===== src/rtl/std_mem_arbiter_pkg.sv =====
// Shared types and helpers for the two-requester memory arbiter.
package std_mem_arbiter_pkg;

  // Identifies which requester a tag (and thus a read result) belongs to.
  typedef enum logic {
    PORT0 = 1'b0,
    PORT1 = 1'b1
  } port_id_e;

  // Width needed to hold an occupancy count from 0 up to depth inclusive.
  function automatic int cnt_width(input int depth);
    return $clog2(depth + 1);
  endfunction

endpackage


===== src/rtl/std_mem_intf.sv =====
// Valid/ready memory stream: one command or result beat per transfer.
interface std_mem_intf #(
  parameter int ADDR_W = 16,
  parameter int DATA_W = 32,
  parameter int MASK_W = DATA_W / 8
);

  logic              valid;
  logic              ready;
  logic [ADDR_W-1:0] addr;
  logic [DATA_W-1:0] data;
  logic              write_enable;
  logic              read_enable;
  logic [MASK_W-1:0] mask;

  // Sink side: receives the beat, drives back-pressure.
  modport in (
    input  valid, addr, data, write_enable, read_enable, mask,
    output ready
  );

  // Source side: drives the beat, observes back-pressure.
  modport out (
    output valid, addr, data, write_enable, read_enable, mask,
    input  ready
  );

endinterface


===== src/rtl/std_mem_arbiter_tag_fifo.sv =====
// Tag FIFO: remembers which requester issued each read still in flight,
// in issue order, so results can be steered back to their owner.
module std_mem_arbiter_tag_fifo
  import std_mem_arbiter_pkg::*;
#(
  parameter  int DEPTH = 4,
  localparam int CNT_W = cnt_width(DEPTH),
  localparam int PTR_W = $clog2(DEPTH)
) (
  input  logic             i_clk,
  input  logic             i_rst_n,
  input  logic             i_push,
  input  port_id_e         i_push_id,
  input  logic             i_pop,
  output port_id_e         o_head,
  output logic [CNT_W-1:0] o_count,
  output logic             o_full,
  output logic             o_empty
);

  port_id_e         r_mem [DEPTH];
  logic [PTR_W-1:0] r_wr_ptr;
  logic [PTR_W-1:0] r_rd_ptr;
  logic [CNT_W-1:0] r_count;

  logic w_push;
  logic w_pop;

  // Qualify push/pop so a misbehaving caller can never overrun or underrun.
  always_comb begin
    w_push = i_push & ~o_full;
    w_pop  = i_pop & ~o_empty;
  end

  // Pointer, occupancy and storage update; pointers wrap modulo DEPTH (power of two).
  always_ff @(posedge i_clk or negedge i_rst_n) begin
    if (!i_rst_n) begin
      r_wr_ptr <= {PTR_W{1'b0}};
      r_rd_ptr <= {PTR_W{1'b0}};
      r_count  <= {CNT_W{1'b0}};
      for (int i = 0; i < DEPTH; i++) begin
        r_mem[i] <= PORT0;
      end
    end else begin
      if (w_push) begin
        r_mem[r_wr_ptr] <= i_push_id;
        r_wr_ptr        <= r_wr_ptr + PTR_W'(1);
      end
      if (w_pop) begin
        r_rd_ptr <= r_rd_ptr + PTR_W'(1);
      end
      case ({w_push, w_pop})
        2'b10:   r_count <= r_count + CNT_W'(1);
        2'b01:   r_count <= r_count - CNT_W'(1);
        default: r_count <= r_count;
      endcase
    end
  end

  assign o_head  = r_mem[r_rd_ptr];
  assign o_count = r_count;
  assign o_full  = (r_count == CNT_W'(DEPTH));
  assign o_empty = (r_count == {CNT_W{1'b0}});

endmodule


===== src/rtl/std_mem_arbiter.sv =====
// Two-requester memory arbiter with a registered command stage and an
// in-order tag FIFO that steers read results back to their requester.
// Optional build macro: STD_MEM_ARBITER_FIXED_PRIORITY_EN -- when defined,
// port 0 always wins a conflict and no last-grant pointer is kept.
module std_mem_arbiter
  import std_mem_arbiter_pkg::*;
#(
  parameter int TAG_DEPTH = 4
) (
  input logic       clk,
  input logic       rst,
  std_mem_intf.in   command0,
  std_mem_intf.in   command1,
  std_mem_intf.out  result0,
  std_mem_intf.out  result1,
  std_mem_intf.out  mem_command,
  std_mem_intf.in   mem_result
);

  localparam int ADDR_W = $bits(mem_command.addr);
  localparam int DATA_W = $bits(mem_command.data);
  localparam int MASK_W = $bits(mem_command.mask);
  localparam int CNT_W  = cnt_width(TAG_DEPTH);

  // Elaboration-time guard: all six streams must agree on field widths,
  // and the tag depth must be a power of two of at least 2.
  generate
    if ($bits(command0.addr) != ADDR_W || $bits(command1.addr) != ADDR_W ||
        $bits(result0.addr)  != ADDR_W || $bits(result1.addr)  != ADDR_W ||
        $bits(mem_result.addr) != ADDR_W ||
        $bits(command0.data) != DATA_W || $bits(command1.data) != DATA_W ||
        $bits(result0.data)  != DATA_W || $bits(result1.data)  != DATA_W ||
        $bits(mem_result.data) != DATA_W ||
        $bits(command0.mask) != MASK_W || $bits(command1.mask) != MASK_W ||
        $bits(result0.mask)  != MASK_W || $bits(result1.mask)  != MASK_W ||
        $bits(mem_result.mask) != MASK_W) begin : g_width_mismatch
      $error("std_mem_arbiter: interface addr/data/mask widths do not match");
    end
    if (TAG_DEPTH < 2 || (TAG_DEPTH & (TAG_DEPTH - 1)) != 0) begin : g_depth_bad
      $error("std_mem_arbiter: TAG_DEPTH must be a power of two >= 2");
    end
  endgenerate

  // Output stage registers
  logic              r_out_valid;
  logic [ADDR_W-1:0] r_out_addr;
  logic [DATA_W-1:0] r_out_data;
  logic              r_out_we;
  logic              r_out_re;
  logic [MASK_W-1:0] r_out_mask;

  // Tag FIFO connections
  port_id_e          w_head;
  logic [CNT_W-1:0]  w_count;
  logic              w_fifo_full;
  logic              w_fifo_empty;
  logic              w_push;
  port_id_e          w_push_id;
  logic              w_pop;

  // Arbitration wires
  logic w_stage_free;
  logic w_rd_block;
  logic w_no_tag;
  logic w_can0;
  logic w_can1;
  logic w_req0;
  logic w_req1;
  logic w_gnt0;
  logic w_gnt1;

`ifndef STD_MEM_ARBITER_FIXED_PRIORITY_EN
  port_id_e r_last_grant;
`endif

  // Admission conditions; the full/empty views are cross-checked against the
  // count so a single corrupted flag cannot let a read overrun the FIFO.
  always_comb begin
    w_stage_free = ~r_out_valid | mem_command.ready;
    w_rd_block   = w_fifo_full | (w_count >= CNT_W'(TAG_DEPTH));
    w_no_tag     = w_fifo_empty | (w_count == {CNT_W{1'b0}});
    w_can0       = rst & w_stage_free & ~(command0.read_enable & w_rd_block);
    w_can1       = rst & w_stage_free & ~(command1.read_enable & w_rd_block);
    w_req0       = command0.valid & w_can0;
    w_req1       = command1.valid & w_can1;
  end

  // Grant selection among eligible requesters.
  always_comb begin
    w_gnt0 = 1'b0;
    w_gnt1 = 1'b0;
`ifdef STD_MEM_ARBITER_FIXED_PRIORITY_EN
    if (w_req0) begin
      w_gnt0 = 1'b1;
    end else if (w_req1) begin
      w_gnt1 = 1'b1;
    end else begin
      w_gnt0 = 1'b0;
      w_gnt1 = 1'b0;
    end
`else
    if (w_req0 && w_req1) begin
      if (r_last_grant == PORT0) begin
        w_gnt1 = 1'b1;
      end else begin
        w_gnt0 = 1'b1;
      end
    end else if (w_req0) begin
      w_gnt0 = 1'b1;
    end else if (w_req1) begin
      w_gnt1 = 1'b1;
    end else begin
      w_gnt0 = 1'b0;
      w_gnt1 = 1'b0;
    end
`endif
  end

  // A requester is ready only if it could be accepted and the other one is not taking the slot.
  assign command0.ready = w_can0 & ~w_gnt1;
  assign command1.ready = w_can1 & ~w_gnt0;

  // Tag bookkeeping: reads record their owner, result transfers retire the oldest tag.
  always_comb begin
    w_push    = (w_gnt0 & command0.read_enable) | (w_gnt1 & command1.read_enable);
    w_push_id = w_gnt1 ? PORT1 : PORT0;
    w_pop     = mem_result.valid & mem_result.ready & ~w_no_tag;
  end

  // Command output stage: load on grant, clear when drained, otherwise hold fields stable.
  always_ff @(posedge clk or negedge rst) begin
    if (!rst) begin
      r_out_valid <= 1'b0;
      r_out_addr  <= {ADDR_W{1'b0}};
      r_out_data  <= {DATA_W{1'b0}};
      r_out_we    <= 1'b0;
      r_out_re    <= 1'b0;
      r_out_mask  <= {MASK_W{1'b0}};
    end else if (w_gnt0) begin
      r_out_valid <= 1'b1;
      r_out_addr  <= command0.addr;
      r_out_data  <= command0.data;
      r_out_we    <= command0.write_enable;
      r_out_re    <= command0.read_enable;
      r_out_mask  <= command0.mask;
    end else if (w_gnt1) begin
      r_out_valid <= 1'b1;
      r_out_addr  <= command1.addr;
      r_out_data  <= command1.data;
      r_out_we    <= command1.write_enable;
      r_out_re    <= command1.read_enable;
      r_out_mask  <= command1.mask;
    end else if (mem_command.ready) begin
      r_out_valid <= 1'b0;
    end else begin
      r_out_valid <= r_out_valid;
    end
  end

`ifndef STD_MEM_ARBITER_FIXED_PRIORITY_EN
  // Round-robin memory: remember the last winner; starts at port 1 so port 0 wins first.
  always_ff @(posedge clk or negedge rst) begin
    if (!rst) begin
      r_last_grant <= PORT1;
    end else if (w_gnt0) begin
      r_last_grant <= PORT0;
    end else if (w_gnt1) begin
      r_last_grant <= PORT1;
    end else begin
      r_last_grant <= r_last_grant;
    end
  end
`endif

  assign mem_command.valid        = r_out_valid;
  assign mem_command.addr         = r_out_addr;
  assign mem_command.data         = r_out_data;
  assign mem_command.write_enable = r_out_we;
  assign mem_command.read_enable  = r_out_re;
  assign mem_command.mask         = r_out_mask;

  // Result steering: only the head-tag owner sees valid; with no tag the beat is absorbed.
  always_comb begin
    result0.valid = mem_result.valid & ~w_no_tag & (w_head == PORT0);
    result1.valid = mem_result.valid & ~w_no_tag & (w_head == PORT1);
    if (w_no_tag) begin
      mem_result.ready = 1'b1;
    end else if (w_head == PORT0) begin
      mem_result.ready = result0.ready;
    end else begin
      mem_result.ready = result1.ready;
    end
  end

  assign result0.addr         = mem_result.addr;
  assign result0.data         = mem_result.data;
  assign result0.write_enable = mem_result.write_enable;
  assign result0.read_enable  = mem_result.read_enable;
  assign result0.mask         = mem_result.mask;
  assign result1.addr         = mem_result.addr;
  assign result1.data         = mem_result.data;
  assign result1.write_enable = mem_result.write_enable;
  assign result1.read_enable  = mem_result.read_enable;
  assign result1.mask         = mem_result.mask;

  std_mem_arbiter_tag_fifo #(
    .DEPTH (TAG_DEPTH)
  ) u_tag_fifo (
    .i_clk     (clk),
    .i_rst_n   (rst),
    .i_push    (w_push),
    .i_push_id (w_push_id),
    .i_pop     (w_pop),
    .o_head    (w_head),
    .o_count   (w_count),
    .o_full    (w_fifo_full),
    .o_empty   (w_fifo_empty)
  );

endmodule

===== src/flat_wrapper.sv =====
// flat-port wrapper written by rule: the top's interface ports become plain ports
module std_mem_arbiter_flat import std_mem_arbiter_pkg::*;
#(
  parameter int TAG_DEPTH = 4
)
  (clk, rst, command0_valid, command0_addr, command0_data, command0_write_enable, command0_read_enable, command0_mask, command0_ready, command1_valid, command1_addr, command1_data, command1_write_enable, command1_read_enable, command1_mask, command1_ready, result0_valid, result0_addr, result0_data, result0_write_enable, result0_read_enable, result0_mask, result0_ready, result1_valid, result1_addr, result1_data, result1_write_enable, result1_read_enable, result1_mask, result1_ready, mem_command_valid, mem_command_addr, mem_command_data, mem_command_write_enable, mem_command_read_enable, mem_command_mask, mem_command_ready, mem_result_valid, mem_result_addr, mem_result_data, mem_result_write_enable, mem_result_read_enable, mem_result_mask, mem_result_ready);
  std_mem_intf command0_i ();
  std_mem_intf command1_i ();
  std_mem_intf result0_i ();
  std_mem_intf result1_i ();
  std_mem_intf mem_command_i ();
  std_mem_intf mem_result_i ();
  input logic clk;
  input logic rst;
  input wire logic [$bits(command0_i.valid)-1:0] command0_valid;
  input wire logic [$bits(command0_i.addr)-1:0] command0_addr;
  input wire logic [$bits(command0_i.data)-1:0] command0_data;
  input wire logic [$bits(command0_i.write_enable)-1:0] command0_write_enable;
  input wire logic [$bits(command0_i.read_enable)-1:0] command0_read_enable;
  input wire logic [$bits(command0_i.mask)-1:0] command0_mask;
  output wire logic [$bits(command0_i.ready)-1:0] command0_ready;
  input wire logic [$bits(command1_i.valid)-1:0] command1_valid;
  input wire logic [$bits(command1_i.addr)-1:0] command1_addr;
  input wire logic [$bits(command1_i.data)-1:0] command1_data;
  input wire logic [$bits(command1_i.write_enable)-1:0] command1_write_enable;
  input wire logic [$bits(command1_i.read_enable)-1:0] command1_read_enable;
  input wire logic [$bits(command1_i.mask)-1:0] command1_mask;
  output wire logic [$bits(command1_i.ready)-1:0] command1_ready;
  output wire logic [$bits(result0_i.valid)-1:0] result0_valid;
  output wire logic [$bits(result0_i.addr)-1:0] result0_addr;
  output wire logic [$bits(result0_i.data)-1:0] result0_data;
  output wire logic [$bits(result0_i.write_enable)-1:0] result0_write_enable;
  output wire logic [$bits(result0_i.read_enable)-1:0] result0_read_enable;
  output wire logic [$bits(result0_i.mask)-1:0] result0_mask;
  input wire logic [$bits(result0_i.ready)-1:0] result0_ready;
  output wire logic [$bits(result1_i.valid)-1:0] result1_valid;
  output wire logic [$bits(result1_i.addr)-1:0] result1_addr;
  output wire logic [$bits(result1_i.data)-1:0] result1_data;
  output wire logic [$bits(result1_i.write_enable)-1:0] result1_write_enable;
  output wire logic [$bits(result1_i.read_enable)-1:0] result1_read_enable;
  output wire logic [$bits(result1_i.mask)-1:0] result1_mask;
  input wire logic [$bits(result1_i.ready)-1:0] result1_ready;
  output wire logic [$bits(mem_command_i.valid)-1:0] mem_command_valid;
  output wire logic [$bits(mem_command_i.addr)-1:0] mem_command_addr;
  output wire logic [$bits(mem_command_i.data)-1:0] mem_command_data;
  output wire logic [$bits(mem_command_i.write_enable)-1:0] mem_command_write_enable;
  output wire logic [$bits(mem_command_i.read_enable)-1:0] mem_command_read_enable;
  output wire logic [$bits(mem_command_i.mask)-1:0] mem_command_mask;
  input wire logic [$bits(mem_command_i.ready)-1:0] mem_command_ready;
  input wire logic [$bits(mem_result_i.valid)-1:0] mem_result_valid;
  input wire logic [$bits(mem_result_i.addr)-1:0] mem_result_addr;
  input wire logic [$bits(mem_result_i.data)-1:0] mem_result_data;
  input wire logic [$bits(mem_result_i.write_enable)-1:0] mem_result_write_enable;
  input wire logic [$bits(mem_result_i.read_enable)-1:0] mem_result_read_enable;
  input wire logic [$bits(mem_result_i.mask)-1:0] mem_result_mask;
  output wire logic [$bits(mem_result_i.ready)-1:0] mem_result_ready;
  assign command0_i.valid = command0_valid;
  assign command0_i.addr = command0_addr;
  assign command0_i.data = command0_data;
  assign command0_i.write_enable = command0_write_enable;
  assign command0_i.read_enable = command0_read_enable;
  assign command0_i.mask = command0_mask;
  assign command0_ready = command0_i.ready;
  assign command1_i.valid = command1_valid;
  assign command1_i.addr = command1_addr;
  assign command1_i.data = command1_data;
  assign command1_i.write_enable = command1_write_enable;
  assign command1_i.read_enable = command1_read_enable;
  assign command1_i.mask = command1_mask;
  assign command1_ready = command1_i.ready;
  assign result0_valid = result0_i.valid;
  assign result0_addr = result0_i.addr;
  assign result0_data = result0_i.data;
  assign result0_write_enable = result0_i.write_enable;
  assign result0_read_enable = result0_i.read_enable;
  assign result0_mask = result0_i.mask;
  assign result0_i.ready = result0_ready;
  assign result1_valid = result1_i.valid;
  assign result1_addr = result1_i.addr;
  assign result1_data = result1_i.data;
  assign result1_write_enable = result1_i.write_enable;
  assign result1_read_enable = result1_i.read_enable;
  assign result1_mask = result1_i.mask;
  assign result1_i.ready = result1_ready;
  assign mem_command_valid = mem_command_i.valid;
  assign mem_command_addr = mem_command_i.addr;
  assign mem_command_data = mem_command_i.data;
  assign mem_command_write_enable = mem_command_i.write_enable;
  assign mem_command_read_enable = mem_command_i.read_enable;
  assign mem_command_mask = mem_command_i.mask;
  assign mem_command_i.ready = mem_command_ready;
  assign mem_result_i.valid = mem_result_valid;
  assign mem_result_i.addr = mem_result_addr;
  assign mem_result_i.data = mem_result_data;
  assign mem_result_i.write_enable = mem_result_write_enable;
  assign mem_result_i.read_enable = mem_result_read_enable;
  assign mem_result_i.mask = mem_result_mask;
  assign mem_result_ready = mem_result_i.ready;
  std_mem_arbiter #(.TAG_DEPTH(TAG_DEPTH)) u_core (.clk(clk), .rst(rst), .command0(command0_i), .command1(command1_i), .result0(result0_i), .result1(result1_i), .mem_command(mem_command_i), .mem_result(mem_result_i));
endmodule

===== config.mk =====
export PLATFORM = sky130hd
export DESIGN_NAME = std_mem_arbiter_flat
export DESIGN_NICKNAME = d
export VERILOG_FILES = /design/src/rtl/std_mem_arbiter_pkg.sv /design/src/rtl/std_mem_intf.sv /design/src/rtl/std_mem_arbiter_tag_fifo.sv /design/src/rtl/std_mem_arbiter.sv /design/src/flat_wrapper.sv
export SDC_FILE = /design/constraint.sdc
export NUM_CORES = 1
export LEC_CHECK = 0
export ABC_AREA = 1
export CORE_AREA = 2 2 132 134
export DETAILED_ROUTE_END_ITERATION = 8
export DIE_AREA = 0 0 134 136
export PLACE_DENSITY_LB_ADDON = 0.05
export SYNTH_ARGS = -nofsm -noshare
export SYNTH_HDL_FRONTEND = slang
export SYNTH_HIERARCHICAL = 1
export SYNTH_SLANG_ARGS = --single-unit

===== constraint.sdc =====
create_clock -name clk -period 4.37 [get_ports clk]
set_input_delay 0.874 -clock clk [delete_from_list [all_inputs] [get_ports clk]]
set_output_delay 0.874 -clock clk [all_outputs]
set_load 0.005 [all_outputs]

# ---- Word-level counts from Yosys, hierarchy flattened
# Cells that the tools add are included.
dict set report op_classes {
  add_sub_neg 4
  order_cmp 4
  n_eq_ne 3
  muxes 32
  bitwise_logic 31
  n_reduce_logical 6
}
# cell n
set ops {}
lappend ops {{2-to-1 mux 32 bit} 2}
lappend ops {{2-to-1 mux 16 bit} 2}
lappend ops {{2-to-1 mux 1 bit} 22}
lappend ops {{bitwise AND 1 bit} 18}
lappend ops {{greater-or-equal comparator 3 bit, second input constant} 3}
lappend ops {{2-to-1 mux 4 bit} 2}
lappend ops {{inverter 1 bit} 8}
lappend ops {{inverter 2 -> 3 bit} 2}
lappend ops {{case mux 3 bit (2 select lines)} 1}
lappend ops {{adder 2 x 1 -> 2 bit, second input constant} 2}
lappend ops {{bitwise mux 4 bit} 1}
lappend ops {{nonzero test 2 bit} 2}
lappend ops {{adder 3 x 1 -> 3 bit, second input constant} 1}
lappend ops {{== test 3 bit, second input constant} 1}
lappend ops {{zero test 3 bit} 1}
lappend ops {{< comparator 3 x 1 -> 1 bit, second input constant} 1}
lappend ops {{OR 1 bit} 3}
lappend ops {{nonzero test 3 bit} 1}
lappend ops {{subtractor 3 x 1 -> 3 bit, second input constant} 1}
lappend ops {{binary-select mux 1 bit (select 2 bit)} 1}
lappend ops {{demux 1 bit (select 2 bit)} 1}
lappend ops {{== test 2 x 1 -> 1 bit, second input constant} 1}
lappend ops {{== test 2 bit, second input constant} 1}
lappend ops {{logical AND 1 bit} 2}
dict set report word_totals {
  reg_bits 67
  in_bits 170
  output_inout_bits 168
  elab_cells 94
}

# ---- Logic depth before layout (Yosys ltp)
# Gate-level depths: netlist (run 1).
dict set report logic_depth {
  ltp_word 14
  mapped_depth 19
  depth_no_buf 17
}

# ---- Cells and area by module
# Netlist (run 1), hierarchy kept.
# mod n_inst cells_per_inst area_each_um2 seq_area_each_um2
set by_module_without_submodules {}
lappend by_module_without_submodules {std_mem_arbiter 1 446 3629.7 1402.6}
lappend by_module_without_submodules {std_mem_arbiter_tag_fifo 1 83 668.1 275.3}

# ---- Least setup slack after synthesis (run 1)
# No wires, ideal clock.
dict set report synth_path {
  kind {input to output}
  start {input rst}
  end {output command1_ready}
  arrival_ns 1.675
  required_ns 3.496
  setup_slack_ns 1.821
  stages 5
  n_path_buf 1
  path_cell_list {inv_1 -> a21oi_4 -> nand4_2 -> clkbuf_1 -> a21oi_1}
}
dict set report synth_via {
  elab_chain_cells 7
  word_cells_on_any_way 10
  cone_classes {mux: 2; bitwise: 7; reduce/logical: 1}
}
# item line_no
set synth_rtl {}
lappend synth_rtl {{from (decl)} flat_wrapper.sv:14} ;# input logic rst;
lappend synth_rtl {{bitwise AND 1 bit (*)} {std_mem_arbiter.sv:82, std_mem_arbiter.sv:83}}
lappend synth_rtl {{bitwise AND 1 bit, on equally long branches} {std_mem_arbiter.sv:82, std_mem_arbiter.sv:83}}
lappend synth_rtl {{bitwise AND 1 bit, on equally long branches} {std_mem_arbiter.sv:84, std_mem_arbiter.sv:85}}
lappend synth_rtl {{2-to-1 mux 1 bit or logical AND 1 bit (tied branches)} {std_mem_arbiter.sv:108, std_mem_arbiter.sv:102}}
lappend synth_rtl {{2-to-1 mux 1 bit} std_mem_arbiter.sv:102} ;# if (w_req0 && w_req1) begin
lappend synth_rtl {{inverter 1 bit} std_mem_arbiter.sv:121} ;# assign command1.ready = w_can1 & ~w_gnt0;
lappend synth_rtl {{bitwise AND 1 bit (*)} std_mem_arbiter.sv:121}
lappend synth_rtl {{to (decl)} flat_wrapper.sv:28} ;# output wire logic [$bits(command1_i.ready)-1:0] command1_ready;
# Every way passes the cells marked *; elsewhere a longest branch is shown, timed or not.

# ---- Worst setup path after layout (run 1)
dict set report layout_path {
  start {input mem_command_ready}
  end {output command1_ready}
}
dict set report layout_via {
  elab_chain_cells 8
  word_cells_on_any_way 11
  cone_classes {mux: 2; bitwise: 8; reduce/logical: 1}
}
# item line_no
set layout_rtl {}
lappend layout_rtl {{from (decl)} flat_wrapper.sv:49} ;# input wire logic [$bits(mem_command_i.ready)-1:0] mem_command_ready;
lappend layout_rtl {{OR 1 bit (*)} std_mem_arbiter.sv:79} ;# w_stage_free = ~r_out_valid | mem_command.ready;
lappend layout_rtl {{bitwise AND 1 bit (*)} {std_mem_arbiter.sv:82, std_mem_arbiter.sv:83}}
lappend layout_rtl {{bitwise AND 1 bit, on equally long branches} {std_mem_arbiter.sv:82, std_mem_arbiter.sv:83}}
lappend layout_rtl {{bitwise AND 1 bit, on equally long branches} {std_mem_arbiter.sv:84, std_mem_arbiter.sv:85}}
lappend layout_rtl {{2-to-1 mux 1 bit or logical AND 1 bit (tied branches)} {std_mem_arbiter.sv:108, std_mem_arbiter.sv:102}}
lappend layout_rtl {{2-to-1 mux 1 bit} std_mem_arbiter.sv:102}
lappend layout_rtl {{inverter 1 bit} std_mem_arbiter.sv:121}
lappend layout_rtl {{bitwise AND 1 bit (*)} std_mem_arbiter.sv:121}
# Marks and branches as above.

==> results of run 1 <==
## registers in the layout, indices dropped and copies added, names as in the netlist
name / count
u_core/u_tag_fifo/r_wr_ptr: 2
u_core/u_tag_fifo/r_mem: 4
u_core/u_tag_fifo/r_rd_ptr: 2
u_core/mem_command.read_enable: 1
u_core/mem_command.valid: 1
u_core/mem_command.mask: 4
u_core/r_last_grant: 1
u_core/mem_command.addr: 16
u_core/u_tag_fifo/o_count: 3
u_core/mem_command.data: 32
u_core/mem_command.write_enable: 1
## metal layers
layer	track usage, %	vias up	wire [um]
li1	-	1794	-
met1	17.99	1846	5761
met2	26.70	184	7029
met3	4.101	39	1199
met4	7.683	0	444
met5	0	-	0
## per-stage QoR
stage	power (mW)	hold WS (ns)	worst slack (ns)	util, %	cells
detailed placement	2.455	0.4669	0.3969	32.02	794
floorplan	1.743	0.4361	1.821	-	529
global placement	2.448	0.4758	0.5963	32.02	794
CTS	3.169	0.4889	0.7862	33.65	810
global route	3.346	0.5265	0.5341	33.65	810
finish	3.116	0.4887	0.8171	33.65	810
## worst max-delay path: stages
cell and delay (ns):
clkdlybuf4s50_1 0.47, inv_2 0.05, a21oi_4 0.20, nand3_2 0.11
inv_2 0.08, buf_4 0.31, a21oi_1 0.12, clkdlybuf4s50_1 0.45
## cells in the mapped netlist (all sizes together)
master | n | area (sq um)
clkbuf | 6 | 22.52
nand2 | 35 | 133.9
mux2i | 1 | 10.01
ha | 5 | 62.56
inv | 20 | 75.07
fa | 1 | 20.02
o21ai | 7 | 35.03
nand4 | 7 | 50.05
a21oi | 2 | 21.27
nand3 | 228 | 1156
xnor2 | 1 | 8.760
nor3 | 1 | 5.000
nor2 | 9 | 36.29
dfrtp | 66 | 1652
clkinv | 1 | 3.750
dfstp | 1 | 26.28
buf | 138 | 979.7
## power by group through the flow
stage / Sequential (mW) / Clock (mW) / Combinational (mW)
after floorplan: 1.07 / 0 / 0.674
final: 1.08 / 0.681 / 1.36
after CTS: 1.08 / 0.710 / 1.38
after global placement: 1.08 / 0 / 1.37
after detailed placement: 1.08 / 0 / 1.38
after global routing: 1.11 / 0.733 / 1.50
## worst paths after layout
check                                              from                      endpoint  slack, ns
max                                   mem_command_ready                command1_ready       0.82
min                          u_core/u_tag_fifo/r_mem[0]    u_core/u_tag_fifo/r_mem[0]       0.49
max reg2reg                u_core/u_tag_fifo/o_count[1]  u_core/u_tag_fifo/o_count[1]       0.97
min reg2reg                  u_core/u_tag_fifo/r_mem[0]    u_core/u_tag_fifo/r_mem[0]       0.49
max in group asynchronous                           rst   u_core/mem_command.data[31]       3.03
min in group asynchronous                           rst    u_core/mem_command.addr[2]       0.76
## final cells by class
cell class / count / area share, %
clock buffer: 13 / 4.583
clock inverter: 3 / 0.2644
inverter: 21 / 1.388
multi-input combinational: 297 / 27.27
sequential: 67 / 29.54
tap: 225 / 4.957
timing repair buffer: 184 / 31.99
## cell families (layout without fill, tap and decap cells)
| logic type | after synthesis | in the layout | share of synthesized area (%) |
|---|---|---|---|
| buffers and inverters | 165 | 221 | 25.15 |
| AOI/OAI and AO/OA | 9 | 9 | 1.310 |
| DFF | 67 | 67 | 39.04 |
| muxes | 1 | 1 | 0.2329 |
| xor gates and xnor gates | 1 | 1 | 0.2038 |
| and+or+nand+nor | 280 | 280 | 32.14 |
| adders and majority gates | 6 | 6 | 1.921 |
==> results.py, run 1 <==
metrics = {
    "global_route": {
        "grt-ovfl-total": 0,
        "grt_pass1_wl_mm": 21.67,
        "grt_max_degree": 68,
        "antenna_found_initial": 0,
        "gr-usage-all-layers_pct": 15.56,
        "grt_pass1_vias": 3917,
    },
    "sta": {
        "slew_violations": 0,
        "skew_ns": 0.005810,
        "finalCriticalPeriod_ns": 3.553,
        "hold_viol_final": 0,
        "fin_setup_tns_ns": 0,
        "tightest_slew_ns": 0.8858,
        "grt_setup_unrepaired": "false",
        "max_freq_ghz": 0.2815,
        "max_slew_margin_pct": 40.95,
        "setup_violations": 0,
        "fin_crit_sh_pct": 81.30,
    },
    "clocking": {
        "clock_latency_ns": 0.33,
        "clock_sinks": 67,
        "post_cts_resized": 0,
        "cts_buffers": 9,
        "cts_tree": "built",
        "hold_buffers": 0,
        "root_buffer": "clkbuf_16",
        "clockBufferDepth": 2,
        "h-tree-depth": 3,
        "cts_setup_buffers": 0,
        "clkSlewWorstSetupHoldPaths_ns": 0.05,
    },
    "detailed_routing": {
        "drtIter0Drc": 247,
        "drc": 0,
        "post_drt_wl_per_cell_um": 17.82,
        "vias_per_cell": 4.769,
        "dr_total_vias": 3863,
        "dr.pass1.iters": 5,
        "antenna_left": 0,
        "wl_mm": 14.43,
    },
    "job": {
        "maxCapViolations": 0,
    },
    "die": {
        "coreArea_sq_mm": 0.01688,
        "initial_core_util_pct": 25.47,
        "die_h_um": 136,
        "io_pins": 338,
        "die_w_um": 134,
        "die_area_sq_mm": 0.01822,
        "rows": 48,
    },
    "finish": {
        "diodes": 0,
        "nets": 756,
        "seq_area_sq_mm": 0.001678,
        "fillers": 1747,
        "final_common_cell": "nand3_1",
        "synthToLayoutAreaGrowth_pct": 32.14,
        "most-common-layout-cells": "223 x nand3_1, 174 x clkdlybuf4s50_1, 66 x dfrtp_1",
        "drive_gt1_share_pct": 6.325,
        "multi_input_area_sq_mm": 0.001549,
        "final_cell_area_sq_mm": 0.005679,
    },
    "placement": {
        "port_buffers": 175,
        "post-dp-hpwl_mm": 9.517,
        "place_congestion": 0.7610,
        "place_area_sq_mm": 0.005404,
    },
    "power": {
        "power.leakage_nw": 2.458,
        "vdd_drop_max_uv": 184.0,
        "combPwrFrac_pct": 43.6,
        "internal_power_mw": 2.049,
        "power.switching_mw": 1.067,
        "p_clk_share_pct": 21.8,
        "sw_frac_of_total_pct": 34.25,
        "power_density_mw_per_mm2": 548.6,
        "seq_power_share_pct": 34.6,
    },
    "worst_setup_path": {
        "critPathKind": "primary input to primary output",
        "reg2reg_depth": 13,
        "endpoint_kind": "primary output",
        "cp_max_fo": 27,
        "cp.required_ns": 3.50,
        "worstPathArrival_ns": 2.68,
        "crit_path_start_kind": "primary input",
    },
    "worst_hold_path": {
        "hold_path.class": "flip-flop to flip-flop",
        "hold_depth": 2,
    },
    "synthesis": {
        "syn_inst": 529,
        "ys_seq_area_share_pct": 39.04,
        "avgSynthCellArea_sq_um": 8.125,
        "syn-num-nets": 705,
        "synth_cell_types": 26,
        "syn_area_sq_mm": 0.004298,
        "ys_seq_elements": 67,
        "ys.warnings.count": 6,
    },
    "outcome": {
        "outcome": "completed",
    },
}
No activity file was read; power rests on OpenSTA's default activity.
==> run 2, diff against run 1 <==
CORE_AREA = 2 2 130 132   (was 2 2 132 134)
DIE_AREA = 0 0 132 134   (was 0 0 134 136)
clock period = 3.45 ns   (was 4.37 ns; I/O delays follow)
==> run 2 against run 1 <==
Register-to-register slack got worse by 0.35 ns. Global-route usage up 2.1 points. Clock-buffer cell count shrank 1. Utilization increased by 1.6 points. Flip-flop and latch count did not move. Non-clock buffer count up 4. Sequential power up 25%. Largest cell class unchanged. Largest power group unchanged.
==> results.py, run 2 (synthesis results as in run 1) <==
metrics = {
    "global_route": {
        "antenna_found_initial": 0,
        "grt_pass1_vias": 3939,
        "grt_max_degree": 68,
        "gr-usage-all-layers_pct": 17.71,
        "grt-ovfl-total": 0,
        "grt_pass1_wl_mm": 24.02,
    },
    "sta": {
        "hold_viol_final": 0,
        "max_slew_margin_pct": 37.73,
        "skew_ns": 0.007313,
        "fin_crit_sh_pct": 93.56,
        "finalCriticalPeriod_ns": 3.228,
        "setup_violations": 0,
        "holdWs_ns": 0.4663,
        "grt_setup_unrepaired": "false",
        "slew_violations": 0,
        "max_freq_ghz": 0.3098,
        "tightest_slew_ns": 0.9340,
        "fin_setup_tns_ns": 0,
    },
    "detailed_routing": {
        "drtIter0Drc": 181,
        "wl_mm": 15.55,
        "antenna_left": 0,
        "post_drt_wl_per_cell_um": 19.22,
        "drc": 0,
        "dr.pass1.iters": 5,
        "vias_per_cell": 4.800,
        "dr_total_vias": 3883,
    },
    "worst_setup_path": {
        "crit_top_cell": "clkdlybuf4s50_1",
        "crit_buf_inv": 4,
        "r2r-end": "u_core/u_tag_fifo/o_count[2]",
        "rr_startpoint": "u_core/u_tag_fifo/r_rd_ptr[0]",
        "slowest_delay_ns": 0.54,
        "reg2reg_depth": 15,
        "crit_slowest_cell": "clkdlybuf4s50_1",
        "endpoint_kind": "primary output",
        "critPathKind": "primary input to primary output",
        "cp.required_ns": 2.76,
        "cp_max_fo": 6,
        "reg2reg_slack_ns": 0.62,
        "cpLargestDelayFamily": "buffers and inverters",
        "crit_path_start_kind": "primary input",
        "cp_cell_sequence": "clkdlybuf4s50_1, inv_2, a21oi_4, nand4_1, nand2_1, inv_1, nor2_1, clkdlybuf4s50_1",
        "worstPathArrival_ns": 2.54,
    },
    "clocking": {
        "clkSlewWorstSetupHoldPaths_ns": 0.06,
        "cts_setup_buffers": 0,
        "clock_latency_ns": 0.34,
        "cts_buffers": 9,
        "root_buffer": "clkbuf_16",
        "h-tree-depth": 3,
        "clock_sinks": 67,
        "post_cts_resized": 0,
        "cts_tree": "built",
        "clockBufferDepth": 2,
        "hold_buffers": 0,
    },
    "die": {
        "initial_core_util_pct": 26.38,
        "die_h_um": 134,
        "coreArea_sq_mm": 0.01629,
        "io_pins": 338,
        "die_w_um": 132,
        "rows": 47,
        "die_area_sq_mm": 0.01769,
    },
    "worst_hold_path": {
        "hold_path_end": "u_core/u_tag_fifo/r_mem[2]",
        "hp-start": "u_core/u_tag_fifo/r_mem[2]",
        "hold_path.class": "flip-flop to flip-flop",
        "hold_depth": 2,
    },
    "placement": {
        "place_congestion": 0.7560,
        "post-dp-hpwl_mm": 10.95,
        "port_buffers": 175,
    },
    "power": {
        "power_density_mw_per_mm2": 707.1,
        "power.leakage_nw": 2.488,
        "vdd_drop_max_uv": 235.9,
    },
    "finish": {
        "drive_gt1_share_pct": 7.131,
        "nets": 760,
        "multi_input_area_sq_mm": 0.001558,
        "most-common-layout-cells": "223 x nand3_1, 174 x clkdlybuf4s50_1, 66 x dfrtp_1",
        "largest_reg_flops": 32,
        "diodes": 0,
        "seq_area_sq_mm": 0.001678,
        "final_common_cell": "nand3_1",
        "fillers": 1674,
        "synthToLayoutAreaGrowth_pct": 33.60,
    },
    "outcome": {
        "outcome": "completed",
    },
    "job": {
        "maxCapViolations": 0,
    },
}
[run 2: changes by cell type in the layout (fill, tap and decap cells not counted)]
cell       delta
buf_4         +4
clkinv_2      -1
nand4_2       -1
nand4_4       +1
clkinv_4      +1
clkbuf_1      -1
bufinv_16     +1
[run 2: worst max-delay path by stage]
| stage | cells after the start | endpoint | from |
|---|---|---|---|
| 6_report | 8 | command0_ready | mem_command_ready |
| 5_1_grt | 8 | command0_ready | mem_command_ready |
| 4_1_cts | 8 | command0_ready | mem_command_ready |
| 3_5_place_dp | 8 | command0_ready | mem_command_ready |
| 3_3_place_gp | 8 | command0_ready | mem_command_ready |
| 2_1_floorplan | 18 | u_core/u_tag_fifo/o_count[2] | u_core/u_tag_fifo/o_count[1] |
[run 2: cell type report]
class	count	area share, %
Clock inverter	4	0.8499
Sequential cell	67	29.22
Multi-Input combinational cell	297	27.13
Tap cell	220	4.794
Clock buffer	12	4.467
Timing Repair Buffer	188	32.16
Inverter	21	1.373
[run 2: metrics by stage]
step	total power, mW	util (%)	worst slack [ns]	cells	instance area (sq um)
after floorplan	2.208	-	1.032	529	4298
after global placement	3.138	33.37	0.2347	793	5436
after detailed placement	3.135	33.37	0.2363	793	5436
after CTS	4.131	35.25	0.2139	809	5742
after global routing	4.374	35.25	0.07685	809	5742
final	4.060	35.25	0.2222	809	5742
[run 2: worst min-delay path, cell delays in order, from the launching register on]
cell and delay (ns):
dfrtp_1 0.34, nand2_1 0.05, nand2_1 0.04
[run 2: report_power, final]
part | leakage, nW | switching [mW] | internal [mW]
sequential | 0.830 | 0.220 | 1.13
clock | 0.153 | 0.358 | 0.598
combinational | 1.51 | 0.795 | 0.959
total | 2.49 | 1.37 | 2.69
[run 2: metal layers]
metal | up-vias | GRT usage (%) | wire length (um)
met5 | - | 0 | 0
met3 | 26 | 5.329 | 1202
met4 | 0 | 7.065 | 387
met2 | 197 | 30.35 | 7968
li1 | 1806 | - | -
met1 | 1854 | 20.78 | 5993
==> run 3, diff against run 2 <==
GPL_TIMING_DRIVEN = 1   (was default)
==> results of run 3 <==
No change in the layout: final DEF, timing and power equal those of run 2.
